### src/rtl/mem_port_arbiter_pkg.sv
// Shared encodings for the memory port arbiter: access widths, grant codes,
// default starvation limit and the alignment rule used by the optional checker.
package mem_port_arbiter_pkg;

  localparam logic [1:0] WIDTH_B = 2'b00;
  localparam logic [1:0] WIDTH_H = 2'b01;
  localparam logic [1:0] WIDTH_W = 2'b10;

  localparam int STARVE_LIMIT_DEF = 4;

  typedef enum logic [1:0] {
    GNT_NONE = 2'd0,
    GNT_IF   = 2'd1,
    GNT_D    = 2'd2
  } gnt_e;

  // Reserved width, half at odd address, or word not on a 4-byte boundary.
  function automatic logic misaligned(input logic [1:0] width, input logic [1:0] a);
    case (width)
      WIDTH_B: misaligned = 1'b0;
      WIDTH_H: misaligned = a[0];
      WIDTH_W: misaligned = (a != 2'b00);
      default: misaligned = 1'b1;
    endcase
  endfunction

endpackage

### src/rtl/mem_arb_starve_ctr.sv
// Saturating count of consecutive denied fetch cycles; at_limit forces a fetch win.
module mem_arb_starve_ctr #(
  parameter int LIMIT = 4,
  parameter int CW    = $clog2(LIMIT + 1)
) (
  input  logic clk,
  input  logic rst_n,
  input  logic inc_i,
  input  logic clr_i,
  output logic at_limit_o
);

  logic [CW-1:0] cnt_q, cnt_d;

  // Clear dominates; increment stops at LIMIT.
  always_comb begin
    cnt_d = cnt_q;
    if (clr_i)                          cnt_d = '0;
    else if (inc_i && cnt_q != CW'(LIMIT)) cnt_d = cnt_q + 1'b1;
  end

  // Counter register.
  always_ff @(posedge clk or negedge rst_n) begin
    if (!rst_n) cnt_q <= '0;
    else        cnt_q <= cnt_d;
  end

  assign at_limit_o = (cnt_q == CW'(LIMIT));

endmodule

### src/rtl/mem_port_arbiter.sv
// Shares one combinational-read memory port between instruction fetch and
// load/store. Data port has priority unless fetch has been starved for
// STARVE_LIMIT cycles. Responses are registered and pulse one cycle after grant.
// Optional alignment checker: define MEM_ARB_ALIGN_CHK_EN.
module mem_port_arbiter
  import mem_port_arbiter_pkg::*;
#(
  parameter int ADDR_W       = 32,
  parameter int STARVE_LIMIT = STARVE_LIMIT_DEF
) (
  input  logic              clk,
  input  logic              rst_n,
  input  logic              if_req_valid,
  output logic              if_req_ready,
  input  logic [ADDR_W-1:0] if_addr,
  output logic              if_rsp_valid,
  output logic [31:0]       if_rsp_data,
  input  logic              d_req_valid,
  output logic              d_req_ready,
  input  logic [ADDR_W-1:0] d_addr,
  input  logic              d_write,
  input  logic [1:0]        d_width,
  input  logic [31:0]       d_wdata,
  output logic              d_rsp_valid,
  output logic [31:0]       d_rsp_data,
  output logic              d_rsp_err,
  output logic [ADDR_W-1:0] mem_addr,
  output logic              mem_write,
  output logic [1:0]        mem_width,
  output logic [31:0]       mem_wdata,
  input  logic [31:0]       mem_rdata
);

  gnt_e  gnt;
  logic  at_limit;
  logic  d_bad, if_bad;
  logic        if_rsp_valid_q, d_rsp_valid_q, d_rsp_err_q;
  logic [31:0] if_rsp_data_q, d_rsp_data_q;

`ifdef MEM_ARB_ALIGN_CHK_EN
  assign d_bad  = misaligned(d_width, d_addr[1:0]);
  assign if_bad = (if_addr[1:0] != 2'b00);
`else
  assign d_bad  = 1'b0;
  assign if_bad = 1'b0;
`endif

  // Per-cycle grant: data first unless fetch has hit the starvation limit.
  always_comb begin
    gnt = GNT_NONE;
    if (d_req_valid && !(if_req_valid && at_limit)) gnt = GNT_D;
    else if (if_req_valid)                          gnt = GNT_IF;
  end

  assign if_req_ready = (gnt == GNT_IF);
  assign d_req_ready  = (gnt == GNT_D);

  // Memory side mux; idle looks like a fetch read so mem_write stays low.
  always_comb begin
    mem_addr  = if_addr;
    mem_width = WIDTH_W;
    mem_write = 1'b0;
    mem_wdata = d_wdata;
    if (gnt == GNT_D) begin
      mem_addr  = d_addr;
      mem_width = d_width;
      mem_write = d_write && !d_bad;
    end
  end

  mem_arb_starve_ctr #(.LIMIT(STARVE_LIMIT)) u_starve (
    .clk       (clk),
    .rst_n     (rst_n),
    .inc_i     (if_req_valid && (gnt != GNT_IF)),
    .clr_i     (!if_req_valid || (gnt == GNT_IF)),
    .at_limit_o(at_limit)
  );

  // Response registers: capture read data at end of the grant cycle.
  always_ff @(posedge clk or negedge rst_n) begin
    if (!rst_n) begin
      if_rsp_valid_q <= 1'b0;
      if_rsp_data_q  <= '0;
      d_rsp_valid_q  <= 1'b0;
      d_rsp_data_q   <= '0;
      d_rsp_err_q    <= 1'b0;
    end else begin
      if_rsp_valid_q <= (gnt == GNT_IF);
      d_rsp_valid_q  <= (gnt == GNT_D);
      d_rsp_err_q    <= (gnt == GNT_D) && d_bad;
      if (gnt == GNT_IF) if_rsp_data_q <= if_bad ? 32'h0 : mem_rdata;
      if (gnt == GNT_D)  d_rsp_data_q  <= d_bad  ? 32'h0 : mem_rdata;
    end
  end

  assign if_rsp_valid = if_rsp_valid_q;
  assign if_rsp_data  = if_rsp_data_q;
  assign d_rsp_valid  = d_rsp_valid_q;
  assign d_rsp_data   = d_rsp_data_q;
  assign d_rsp_err    = d_rsp_err_q;

endmodule

### config.mk
export PLATFORM = sky130hd
export DESIGN_NAME = mem_port_arbiter
export DESIGN_NICKNAME = d
export VERILOG_FILES = /design/src/rtl/mem_port_arbiter_pkg.sv /design/src/rtl/mem_arb_starve_ctr.sv /design/src/rtl/mem_port_arbiter.sv
export SDC_FILE = /design/constraint.sdc
export NUM_CORES = 1
export LEC_CHECK = 0
export ABC_AREA = 1
export ABC_CLOCK_PERIOD_IN_PS = 2110
export CAP_MARGIN = 30
export CORE_AREA = 2 2 104 106
export DETAILED_ROUTE_END_ITERATION = 10
export DIE_AREA = 0 0 106 108
export PLACE_DENSITY = 0.77
export SLEW_MARGIN = 20
export SYNTH_ARGS = -nofsm -noshare
export SYNTH_HDL_FRONTEND = slang
export SYNTH_SLANG_ARGS = --single-unit
### constraint.sdc
create_clock -name clk -period 2.11 [get_ports clk]
set_clock_uncertainty 0.15 [all_clocks]
set_input_delay 0.633 -clock clk [delete_from_list [all_inputs] [get_ports clk]]
set_output_delay 0.633 -clock clk [all_outputs]
set_load 0.1 [all_outputs]
**Yosys cells after proc, flatten, opt, wreduce, memory -nomap -nowiden**

Index checks and enable logic that the tools add are counted.

- Flip-flop bits (word level): 69
- Output and inout port bits: 136
- Logic and storage cells: 26

- $add $sub $neg: 1
- Equality and inequality tests: 5
- Mux-type cells: 7
- Reductions and logical operators: 8

Operator list:

| kind | count |
|---|---|
| 2-to-1 mux 32 bit | 1 |
| 2-to-1 mux 3 bit | 2 |
| logical AND 1 bit | 4 |
| 2-to-1 mux 2 bit | 2 |
| adder 3 x 1 -> 3 bit (second input constant) | 1 |
| equality test 3 bit (second input constant) | 1 |
| != test 3 bit (second input constant) | 1 |
| equality test 2 x 1 -> 1 bit (second input constant) | 1 |
| equality test 2 bit (second input constant) | 1 |
| logical NOT 1 bit | 2 |
| 2-to-1 mux 1 bit | 2 |
| != test 2 x 1 -> 1 bit (second input constant) | 1 |
| nonzero test 2 bit | 1 |
| logical OR 1 bit | 1 |

**Longest topological paths before layout**

Gate-level depths: netlist (run 1).

- Depth in word-level cells: 10
- Gate-level depth with buffers: 9
- Mapped depth without buffers: 7

**By module**

Synthesis (run 1) repeated with hierarchy kept, for this count alone.

- Cell total of the unflattened synthesis: 450
- Area, all modules: 3427.0 sq um

Modules (own cells, without submodules):

| module | times used | cells an instance | area an instance (sq um) |
|---|---|---|---|
| mem_port_arbiter | 1 | 425 | 3241.9 |
| mem_arb_starve_ctr | 1 | 25 | 185.2 |

**Worst setup path after synthesis (run 1)**

No wires, ideal clock.

- Path kind: in2out
- From: input if_req_valid
- To: output mem_width[0]
- Data arrival time: 2.206 ns
- Data required time: 1.327 ns
- Setup slack: -0.879 ns
- Stages on the path: 4
- Buffers on the path: 1
- Cell sequence: nand3_1 -> nand2_2 -> buf_2 -> nor2_1

- Longest elaborated chain between the ends: 6
- Elaborated cells between the ends (all ways): 7
- Classes of those cells: eq/ne (1); mux (3); reduce/logical (3)

RTL lines:

| element | RTL line | source |
|---|---|---|
| start: declaration | mem_port_arbiter.sv:13 | `input logic if_req_valid,` |
| logical AND 1 bit | mem_port_arbiter.sv:51 | `if (d_req_valid && !(if_req_valid && at_limit)) gnt = GNT_D;` |
| logical NOT 1 bit | mem_port_arbiter.sv:51 |  |
| logical AND 1 bit | mem_port_arbiter.sv:51 |  |
| 2-to-1 mux 2 bit * | mem_port_arbiter.sv:51 |  |
| equality test 2 bit * | mem_port_arbiter.sv:64 | `if (gnt == GNT_D) begin` |
| 2-to-1 mux 2 bit * | mem_port_arbiter.sv:64 |  |
| end: declaration | mem_port_arbiter.sv:29 | `output logic [1:0] mem_width,` |

Mark *: on every way between the ends. The rest lies on a longest branch, timed or not.

**Worst setup path after layout (run 1)**

- From: register u_starve.cnt_q[1]
- To: output mem_write

- Longest elaborated chain between the ends: 7

RTL lines:

| element | RTL line | source |
|---|---|---|
| start: declaration | mem_arb_starve_ctr.sv:13 | `logic [CW-1:0] cnt_q, cnt_d;` |
| start signal: assignment | mem_arb_starve_ctr.sv:25 | `else cnt_q <= cnt_d;` |
| equality test 3 bit | mem_arb_starve_ctr.sv:28 | `assign at_limit_o = (cnt_q == CW'(LIMIT));` |
| logical AND 1 bit | mem_port_arbiter.sv:51 |  |
| logical NOT 1 bit | mem_port_arbiter.sv:51 |  |
| logical AND 1 bit | mem_port_arbiter.sv:51 |  |
| 2-to-1 mux 2 bit | mem_port_arbiter.sv:51 |  |
| equality test 2 bit | mem_port_arbiter.sv:64 |  |
| 2-to-1 mux 1 bit | mem_port_arbiter.sv:64 |  |
| end: declaration | mem_port_arbiter.sv:28 | `output logic mem_write,` |

No other way between the ends.

==> tab_implementation.tex, run 1 <==
\begin{tabular}{lr}
\hline
Metric & Value \\
\hline
\multicolumn{2}{l}{\textbf{Logic synthesis}} \\
Sequential-to-total area share from yosys stat & 0.520 \\
Top cell type by total area after synthesis & sky130\_fd\_sc\_hd\_\_dfrtp\_1 \\
Post-synthesis sequential element count & 69 \\
Dominant cells by area after synthesis & sky130\_fd\_sc\_hd\_\_dfrtp\_1 (52\%), sky130\_fd\_sc\_hd\_\_nand2\_1 (33\%), sky130\_fd\_sc\_hd\_\_buf\_4 (9.0\%) \\
Synthesized area & 0.00332 mm2 \\
Post-Synthesis Net Count & 569 \\
Synthesis Warnings & 0 \\
Mean Syn Cell Area & 7.69 um2 \\
Distinct cell type count of the synthesized netlist & 15 \\
Fraction of synthesized cell area taken by the top area cell type & 0.520 \\
Synth Instances & 432 \\
\multicolumn{2}{l}{\textbf{CTS}} \\
Maximum buffer depth of the clock tree & 2 \\
Clock-pin slew on the worst setup and hold paths & 0.08 ns \\
Clock tree from TritonCTS & done \\
Clock buffers created by TritonCTS & 9 \\
Clk Latency, worst-skew pair & 0.33 ns \\
CTS H-tree depth & 3 \\
Hold\_buf cts & 0 \\
Clk Tree Root Cell & sky130\_fd\_sc\_hd\_\_clkbuf\_8 \\
Clock sink count & 69 \\
\multicolumn{2}{l}{\textbf{Floorplan}} \\
Height of the die & 108 um \\
Total core area & 0.0102 mm2 \\
Chip Width & 106 um \\
I/O pin count & 271 \\
Std cell rows & 37 \\
Die outline area & 0.0114 mm2 \\
Starting Density & 0.325 \\
\multicolumn{2}{l}{\textbf{Setup path}} \\
Logic depth of the worst path, buffers included & 9 \\
Worst R2R End & if\_rsp\_data[3] \\
Sort of element at the end of the critical path & output pin \\
Top Family by Delay on Critical Path & buffers and inverters \\
Cell type with the highest occurrence count on the critical path & sky130\_fd\_sc\_hd\_\_buf\_12 \\
Maximum fanout along the worst path & 8 \\
Data required time of the critical path & 1.33 ns \\
Delay contributed by the slowest stage of the critical path & 0.37 ns \\
Data arrival time of the critical path & 1.83 ns \\
Series of cell instances along the critical path & inv\_2 -> ha\_4 -> nand3\_4 -> nand2\_4 -> buf\_12 -> buf\_16 -> buf\_8 -> nor2\_4 -> buf\_12 \\
Launch instance of the worst register-to-register path & u\_starve.cnt\_q[1] \\
Number of cell instances on the worst register-to-register path & 10 \\
Register-to-Register Setup Slack & 0.12 ns \\
Critical path buffer and inverter count & 5 \\
Startpoint type of the worst setup path & flip-flop \\
Standard cell with the maximum stage delay on the critical path & sky130\_fd\_sc\_hd\_\_dfrtp\_1 \\
Critical path class & reg -> out \\
\multicolumn{2}{l}{\textbf{Global route}} \\
Overflow left after global routing & 0 \\
Total GRT Usage & 0.262 \\
Busiest grt layer & met2 \\
Met3 layer usage reported by global route & 0.0904 \\
Largest net degree at the start of global routing & 59 \\
Number of antenna violations at the first check in global routing & 0 \\
Global-route wire length before repair & 22,500 um \\
Number of global-route vias before repair & 4,009 \\
Met1 capacity usage during global routing & 0.250 \\
Met2 layer usage reported by global route & 0.496 \\
\multicolumn{2}{l}{\textbf{Power and ir drop}} \\
Total leakage power & 0.00369 uW \\
PD cells & 743 mW/mm2 \\
VDD IR-drop max & 0.537 mV \\
\multicolumn{2}{l}{\textbf{Place}} \\
Buffers on Ports & 205 \\
Gpl congestion & 0.762 \\
Post-placement cell count & 738 \\
Detailed placement HPWL & 9850 um \\
\multicolumn{2}{l}{\textbf{Timing}} \\
Fin. max-slew vios & 0 \\
Crit path time final & 2.61 ns \\
Crit share post-route & 1.24 \\
Max Clk Rate & 0.383 GHz \\
Final setup slack of the worst path & -0.502 ns \\
Aggregate negative setup slack & -15.99 ns \\
Total setup violations reported at the end of the flow & 37 \\
Hold Fails Final Rpt & 0 \\
Setup repair after global routing missed its margin & yes \\
\multicolumn{2}{l}{\textbf{Worst hold path}} \\
Path category of the worst min-delay check & in -> async \\
\multicolumn{2}{l}{\textbf{Detailed routing}} \\
DR vias & 3,614 \\
DR WL/cell & 19.8 um \\
DR DRC count & 0 \\
Total routed wirelength & 15,300 um \\
Count of antenna-violating nets left after detailed routing & 0 \\
Detailed-routing iteration count for the pre-antenna-repair pass & 4 \\
Detailed Route Iter0 Violations & 98 \\
Number of vias per cell after detailed routing & 4.69 \\
\multicolumn{2}{l}{\textbf{Run status}} \\
Result of the run & finished with violations \\
Violated checks & setup timing \\
\multicolumn{2}{l}{\textbf{Flow run}} \\
Max-cap check violation count & 0 \\
\multicolumn{2}{l}{\textbf{Final layout}} \\
Fraction of layout cells with a size suffix above 1 & 0.414 \\
Ant. Diodes & 0 \\
Fin nets & 767 \\
Non-filler cells, final & 771 \\
Layout overhead on the synthesized area & 140\% \\
\hline
\end{tabular}
## synth_stat cells (all sizes together)
cell    instances
nor2            5
dfrtp          69
inv             6
ha              2
buf            53
nand3           1
a21boi          1
xnor2           1
conb            1
nand2         292
or2             1
## layout by cell type (no fill, tap or decap), types with 2 or more instances in the layout
master | synthesis | final
sky130_fd_sc_hd__inv_6 | 0 | 5
sky130_fd_sc_hd__nand2_2 | 1 | 23
sky130_fd_sc_hd__nand2_4 | 0 | 21
sky130_fd_sc_hd__inv_1 | 5 | 3
sky130_fd_sc_hd__buf_16 | 0 | 4
sky130_fd_sc_hd__dfrtp_1 | 69 | 69
sky130_fd_sc_hd__nor2_1 | 5 | 3
sky130_fd_sc_hd__buf_12 | 0 | 111
sky130_fd_sc_hd__clkdlybuf4s50_1 | 0 | 99
sky130_fd_sc_hd__nand2_1 | 291 | 194
sky130_fd_sc_hd__clkbuf_8 | 0 | 9
sky130_fd_sc_hd__buf_4 | 40 | 21
sky130_fd_sc_hd__nor2_4 | 0 | 2
sky130_fd_sc_hd__nand2_8 | 0 | 54
sky130_fd_sc_hd__inv_2 | 1 | 2
## sequential cells by signal, indices dropped and copies added, names as in the netlist
register and cells:
d_rsp_data 32, if_rsp_data 32, d_rsp_valid 1, if_rsp_valid 1
u_starve.cnt_q 3
## worst max path at each step
stage | startpoint | to | slack [ns]
6_report | u_starve.cnt_q[1] | mem_write | -0.50
5_1_grt | u_starve.cnt_q[1] | mem_write | -0.56
4_1_cts | u_starve.cnt_q[1] | mem_addr[24] | -0.51
3_5_place_dp | if_req_valid | mem_addr[1] | -0.69
3_3_place_gp | if_req_valid | mem_addr[30] | -0.63
2_1_floorplan | if_req_valid | mem_addr[0] | -0.09
## cell type report
cell class | instances | area, um2
Clock buffer | 9 | 124
Inverter | 6 | 27.5
Timing Repair Buffer | 240 | 3530
Clock inverter | 7 | 77.6
Multi-Input combinational cell | 304 | 2320
Fill cell | 566 | 2260
Tap cell | 136 | 170
Sequential cell | 69 | 1730
## what timing repair did
item	4_1_cts	5_1_grt
cloned	4	0
resized for setup	113	18
setup buffers	10	3
endpoints found under the setup margin	37	49
pin swaps	6	3
## power breakdown
group | switching (uW) | leakage, uW | total, uW | internal [uW]
combinational | 2040 | 0.00273 | 3210 | 1170
clock | 536 | 0.000101 | 1100 | 561
sequential | 159 | 0.000852 | 1620 | 1460
## cells by family (layout without fill, tap and decap cells)
logic type,Yosys count,in the layout,share of synthesized area
other cells,1,1,0.00113
flops,69,69,0.520
xor+xnor,1,1,0.00264
compound gates,1,1,0.00339
buf+inv,59,262,0.126
fa+ha+maj,2,2,0.00753
simple gates,299,299,0.340
## stage by stage
stage | setup WS, ns | hold WS (ns) | total power (uW) | utilization | instance area, um2
finish | -0.502 | 0.0175 | 5920 | 0.779 | 7970
global placement | -0.631 | 0.355 | 4600 | 0.682 | 6980
detailed placement | -0.687 | 0.375 | 4650 | 0.682 | 6980
CTS | -0.507 | 0.00873 | 5920 | 0.768 | 7850
floorplan | -0.0864 | 0.187 | 3660 | - | 3960
global route | -0.560 | 0.00279 | 6110 | 0.779 | 7970
## layer usage
metal | vias to the layer above | wire, um
li1 | 1654 | -
met1 | 1714 | 4820
met2 | 196 | 8380
met3 | 50 | 1270
met4 | 0 | 804
met5 | - | 0
## worst register-to-register path: stages, from the launching register on
cell	delay [ns]
sky130_fd_sc_hd__dfrtp_1	0.40
sky130_fd_sc_hd__inv_2	0.07
sky130_fd_sc_hd__ha_4	0.14
sky130_fd_sc_hd__nand3_4	0.07
sky130_fd_sc_hd__nand2_4	0.12
sky130_fd_sc_hd__buf_4	0.13
sky130_fd_sc_hd__buf_4	0.27
sky130_fd_sc_hd__nand2_1	0.12
sky130_fd_sc_hd__buf_4	0.21
sky130_fd_sc_hd__nand2_1	0.10
sky130_fd_sc_hd__nand2_1	0.08
No activity file was read; power rests on OpenSTA's default activity.
==> inputs of run 2 (changes only) <==
- CTS_CLUSTER_DIAMETER: unset -> 40
- SKIP_CTS_REPAIR_TIMING: unset -> 1
==> run 2 against run 1 <==
  * The flow still finishes with violations (setup timing)
  * Cell count increased by 0.26%
  * Combinational power hardly changed
  * First-iteration DRC count rose by 78%
  * Global-route usage is 4.6 points lower
  * Worst setup slack worse by 0.065 ns
  * Clock power is essentially flat
  * Critical path type unchanged
==> tab_implementation.tex, run 2 (synthesis gave the netlist of run 1 again) <==
\begin{tabular}{lr}
\hline
Metric & Value \\
\hline
\multicolumn{2}{l}{\textbf{Timing}} \\
Max Clk Rate & 0.374 GHz (was 0.383 GHz) \\
Hold Fails Final Rpt & 0 (unchanged) \\
Crit path time final & 2.68 ns (was 2.61 ns) \\
Final setup slack of the worst path & -0.567 ns (was -0.502 ns) \\
Fin. max-slew vios & 0 (unchanged) \\
Total setup violations reported at the end of the flow & 37 (unchanged) \\
Crit share post-route & 1.27 (was 1.24) \\
Setup repair after global routing missed its margin & yes (unchanged) \\
Aggregate negative setup slack & -16.97 ns (was -15.99 ns) \\
Hold slack final & 0.0169 ns (was 0.0175 ns) \\
\multicolumn{2}{l}{\textbf{Detailed routing}} \\
DR WL/cell & 19.3 um (was 19.8 um) \\
Detailed Route Iter0 Violations & 174 (was 98) \\
DR vias & 3,627 (was 3,614) \\
DR DRC count & 0 (unchanged) \\
Number of vias per cell after detailed routing & 4.69 (about the same) \\
Detailed-routing iteration count for the pre-antenna-repair pass & 4 (unchanged) \\
Total routed wirelength & 14,900 um (was 15,300 um) \\
Count of antenna-violating nets left after detailed routing & 0 (unchanged) \\
\multicolumn{2}{l}{\textbf{Floorplan}} \\
Std cell rows & 37 (unchanged) \\
Die outline area & 0.0114 mm2 (unchanged) \\
Total core area & 0.0102 mm2 (unchanged) \\
Starting Density & 0.325 (unchanged) \\
Chip Width & 106 um (unchanged) \\
I/O pin count & 271 (unchanged) \\
Height of the die & 108 um (unchanged) \\
\multicolumn{2}{l}{\textbf{Final layout}} \\
Number of inserted filler cells in the final layout & 592 (was 566) \\
Most frequent standard cell in the layout excluding fill and tap cells & sky130\_fd\_sc\_hd\_\_nand2\_1 (unchanged) \\
Total area of multi-input combinational cells & 0.00218 mm2 (was 0.00232 mm2) \\
Fraction of layout cells with a size suffix above 1 & 0.400 (was 0.414) \\
Leading cell types in the layout, fill and taps excluded & sky130\_fd\_sc\_hd\_\_nand2\_1 (203), sky130\_fd\_sc\_hd\_\_buf\_12 (111), sky130\_fd\_sc\_hd\_\_clkdlybuf4s50\_1 (99), sky130\_fd\_sc\_hd\_\_dfrtp\_1 (69), sky130\_fd\_sc\_hd\_\_nand2\_8 (43) (was sky130\_fd\_sc\_hd\_\_nand2\_1 (194), sky130\_fd\_sc\_hd\_\_buf\_12 (111), sky130\_fd\_sc\_hd\_\_clkdlybuf4s50\_1 (99), sky130\_fd\_sc\_hd\_\_dfrtp\_1 (69), sky130\_fd\_sc\_hd\_\_nand2\_8 (54)) \\
Fin nets & 769 (was 767) \\
Ant. Diodes & 0 (unchanged) \\
Layout overhead on the synthesized area & 138\% (was 140\%) \\
Area taken by flip-flops and latches & 0.00173 mm2 (unchanged) \\
\multicolumn{2}{l}{\textbf{Power and ir drop}} \\
Switching portion of total power & 0.460 (was 0.461) \\
Power share of the combinational group & 0.539 (was 0.541) \\
Total leakage power & 0.00374 uW (was 0.00369 uW) \\
VDD IR-drop max & 0.536 mV (was 0.537 mV) \\
Part of the power in the clock network & 0.186 (was 0.185) \\
Sequential cell fraction of total power & 0.274 (was 0.273) \\
PD cells & 747 mW/mm2 (was 743 mW/mm2) \\
Switching power & 2710 uW (was 2730 uW) \\
Internal power of the cells & 3190 uW (about the same) \\
\multicolumn{2}{l}{\textbf{Global route}} \\
Largest net degree at the start of global routing & 59 (unchanged) \\
Total GRT Usage & 0.215 (was 0.262) \\
Number of antenna violations at the first check in global routing & 0 (unchanged) \\
Number of global-route vias before repair & 3,616 (was 4,009) \\
Global-route wire length before repair & 19,100 um (was 22,500 um) \\
Overflow left after global routing & 0 (unchanged) \\
\multicolumn{2}{l}{\textbf{Setup path}} \\
Data arrival time of the critical path & 1.89 ns (was 1.83 ns) \\
Data required time of the critical path & 1.33 ns (about the same) \\
Worst R2R End & if\_rsp\_data[0] (was if\_rsp\_data[3]) \\
Number of cell instances on the worst register-to-register path & 9 (was 10) \\
Sort of element at the end of the critical path & output pin (unchanged) \\
Critical path class & reg -> out (unchanged) \\
Launch instance of the worst register-to-register path & u\_starve.cnt\_q[1] (unchanged) \\
Maximum fanout along the worst path & 5 (was 8) \\
Startpoint type of the worst setup path & flip-flop (unchanged) \\
Register-to-Register Setup Slack & 0.22 ns (was 0.12 ns) \\
\multicolumn{2}{l}{\textbf{CTS}} \\
Clock buffers created by TritonCTS & 9 (unchanged) \\
Clock-pin slew on the worst setup and hold paths & 0.08 ns (about the same) \\
Maximum buffer depth of the clock tree & 2 (unchanged) \\
Clk Tree Root Cell & sky130\_fd\_sc\_hd\_\_clkbuf\_8 (unchanged) \\
Clock sink count & 69 (unchanged) \\
Clk Latency, worst-skew pair & 0.33 ns (about the same) \\
Clock tree from TritonCTS & done (unchanged) \\
CTS H-tree depth & 3 (unchanged) \\
\multicolumn{2}{l}{\textbf{Place}} \\
Buffers on Ports & 205 (unchanged) \\
Detailed placement HPWL & 9850 um (unchanged) \\
Gpl congestion & 0.762 (unchanged) \\
Pre-CTS WS & -0.687 ns (unchanged) \\
\multicolumn{2}{l}{\textbf{Flow run}} \\
Max-cap check violation count & 0 (unchanged) \\
\multicolumn{2}{l}{\textbf{Run status}} \\
Result of the run & finished with violations (unchanged) \\
Violated checks & setup timing (unchanged) \\
\multicolumn{2}{l}{\textbf{Worst hold path}} \\
Path category of the worst min-delay check & in -> async (unchanged) \\
\hline
\end{tabular}
## run 2: changes by cell type in the layout (fill, tap and decap cells not counted), moves of 2 or more
cell                             before  now
sky130_fd_sc_hd__buf_16               4    1
sky130_fd_sc_hd__buf_4               21   19
sky130_fd_sc_hd__buf_8                1    4
sky130_fd_sc_hd__clkbuf_16            0    4
sky130_fd_sc_hd__dlymetal6s2s_1       0    2
sky130_fd_sc_hd__nand2_1            194  203
sky130_fd_sc_hd__nand2_2             23   17
sky130_fd_sc_hd__nand2_4             21   29
sky130_fd_sc_hd__nand2_8             54   43
## run 2: worst max path at each step
stage                    to               from  cells past startpoint
3_3_place_gp   mem_addr[30]       if_req_valid                      7
5_1_grt        mem_addr[12]  u_starve.cnt_q[1]                      9
2_1_floorplan   mem_addr[0]       if_req_valid                      7
4_1_cts         mem_addr[1]       if_req_valid                      7
3_5_place_dp    mem_addr[1]       if_req_valid                      7
6_report       mem_addr[12]  u_starve.cnt_q[1]                      9
## run 2: area by class of cell
class                   instances  area share
repair buffers                242       0.454
flip-flops and latches         69       0.219
well taps                     136      0.0215
multi-input cells             304       0.277
inverters                       6     0.00380
clock inverters                 7     0.00982
clock buffers                   9      0.0157
## run 2: metrics by stage
step | instances | instance area [um2] | power, uW | utilization
5_1_grt | 773 | 7900 | 6090 | 0.772
3_5_place_dp | 738 | 6980 | 4650 | 0.682
2_1_floorplan | 432 | 3960 | 3660 | -
4_1_cts | 754 | 7180 | 5750 | 0.702
3_3_place_gp | 738 | 6980 | 4600 | 0.682
6_report | 773 | 7900 | 5900 | 0.772
## run 2: power by group through the flow
stage / clock network (uW) / logic (uW) / registers (uW)
5_1_grt: 1190 / 3270 / 1630
2_1_floorplan: 0 / 1090 / 2570
3_5_place_dp: 0 / 3000 / 1640
6_report: 1100 / 3180 / 1620
3_3_place_gp: 0 / 2970 / 1640
4_1_cts: 1130 / 3010 / 1620
## run 2: critical path: stages, from the launching register on
cell	delay, ns
sky130_fd_sc_hd__dfrtp_1	0.40
sky130_fd_sc_hd__inv_2	0.07
sky130_fd_sc_hd__ha_4	0.14
sky130_fd_sc_hd__nand3_4	0.10
sky130_fd_sc_hd__nand2_8	0.13
sky130_fd_sc_hd__buf_12	0.14
sky130_fd_sc_hd__clkbuf_16	0.15
sky130_fd_sc_hd__nand2_1	0.15
sky130_fd_sc_hd__nand2_8	0.11
sky130_fd_sc_hd__buf_12	0.17
## run 2: per-layer routing
metal,global-route usage,part of all wire,vias up
li1,-,-,1655
met1,0.208,0.31,1721
met2,0.414,0.55,204
met3,0.0850,0.092,47
met4,0.0780,0.040,0
met5,0,0,-
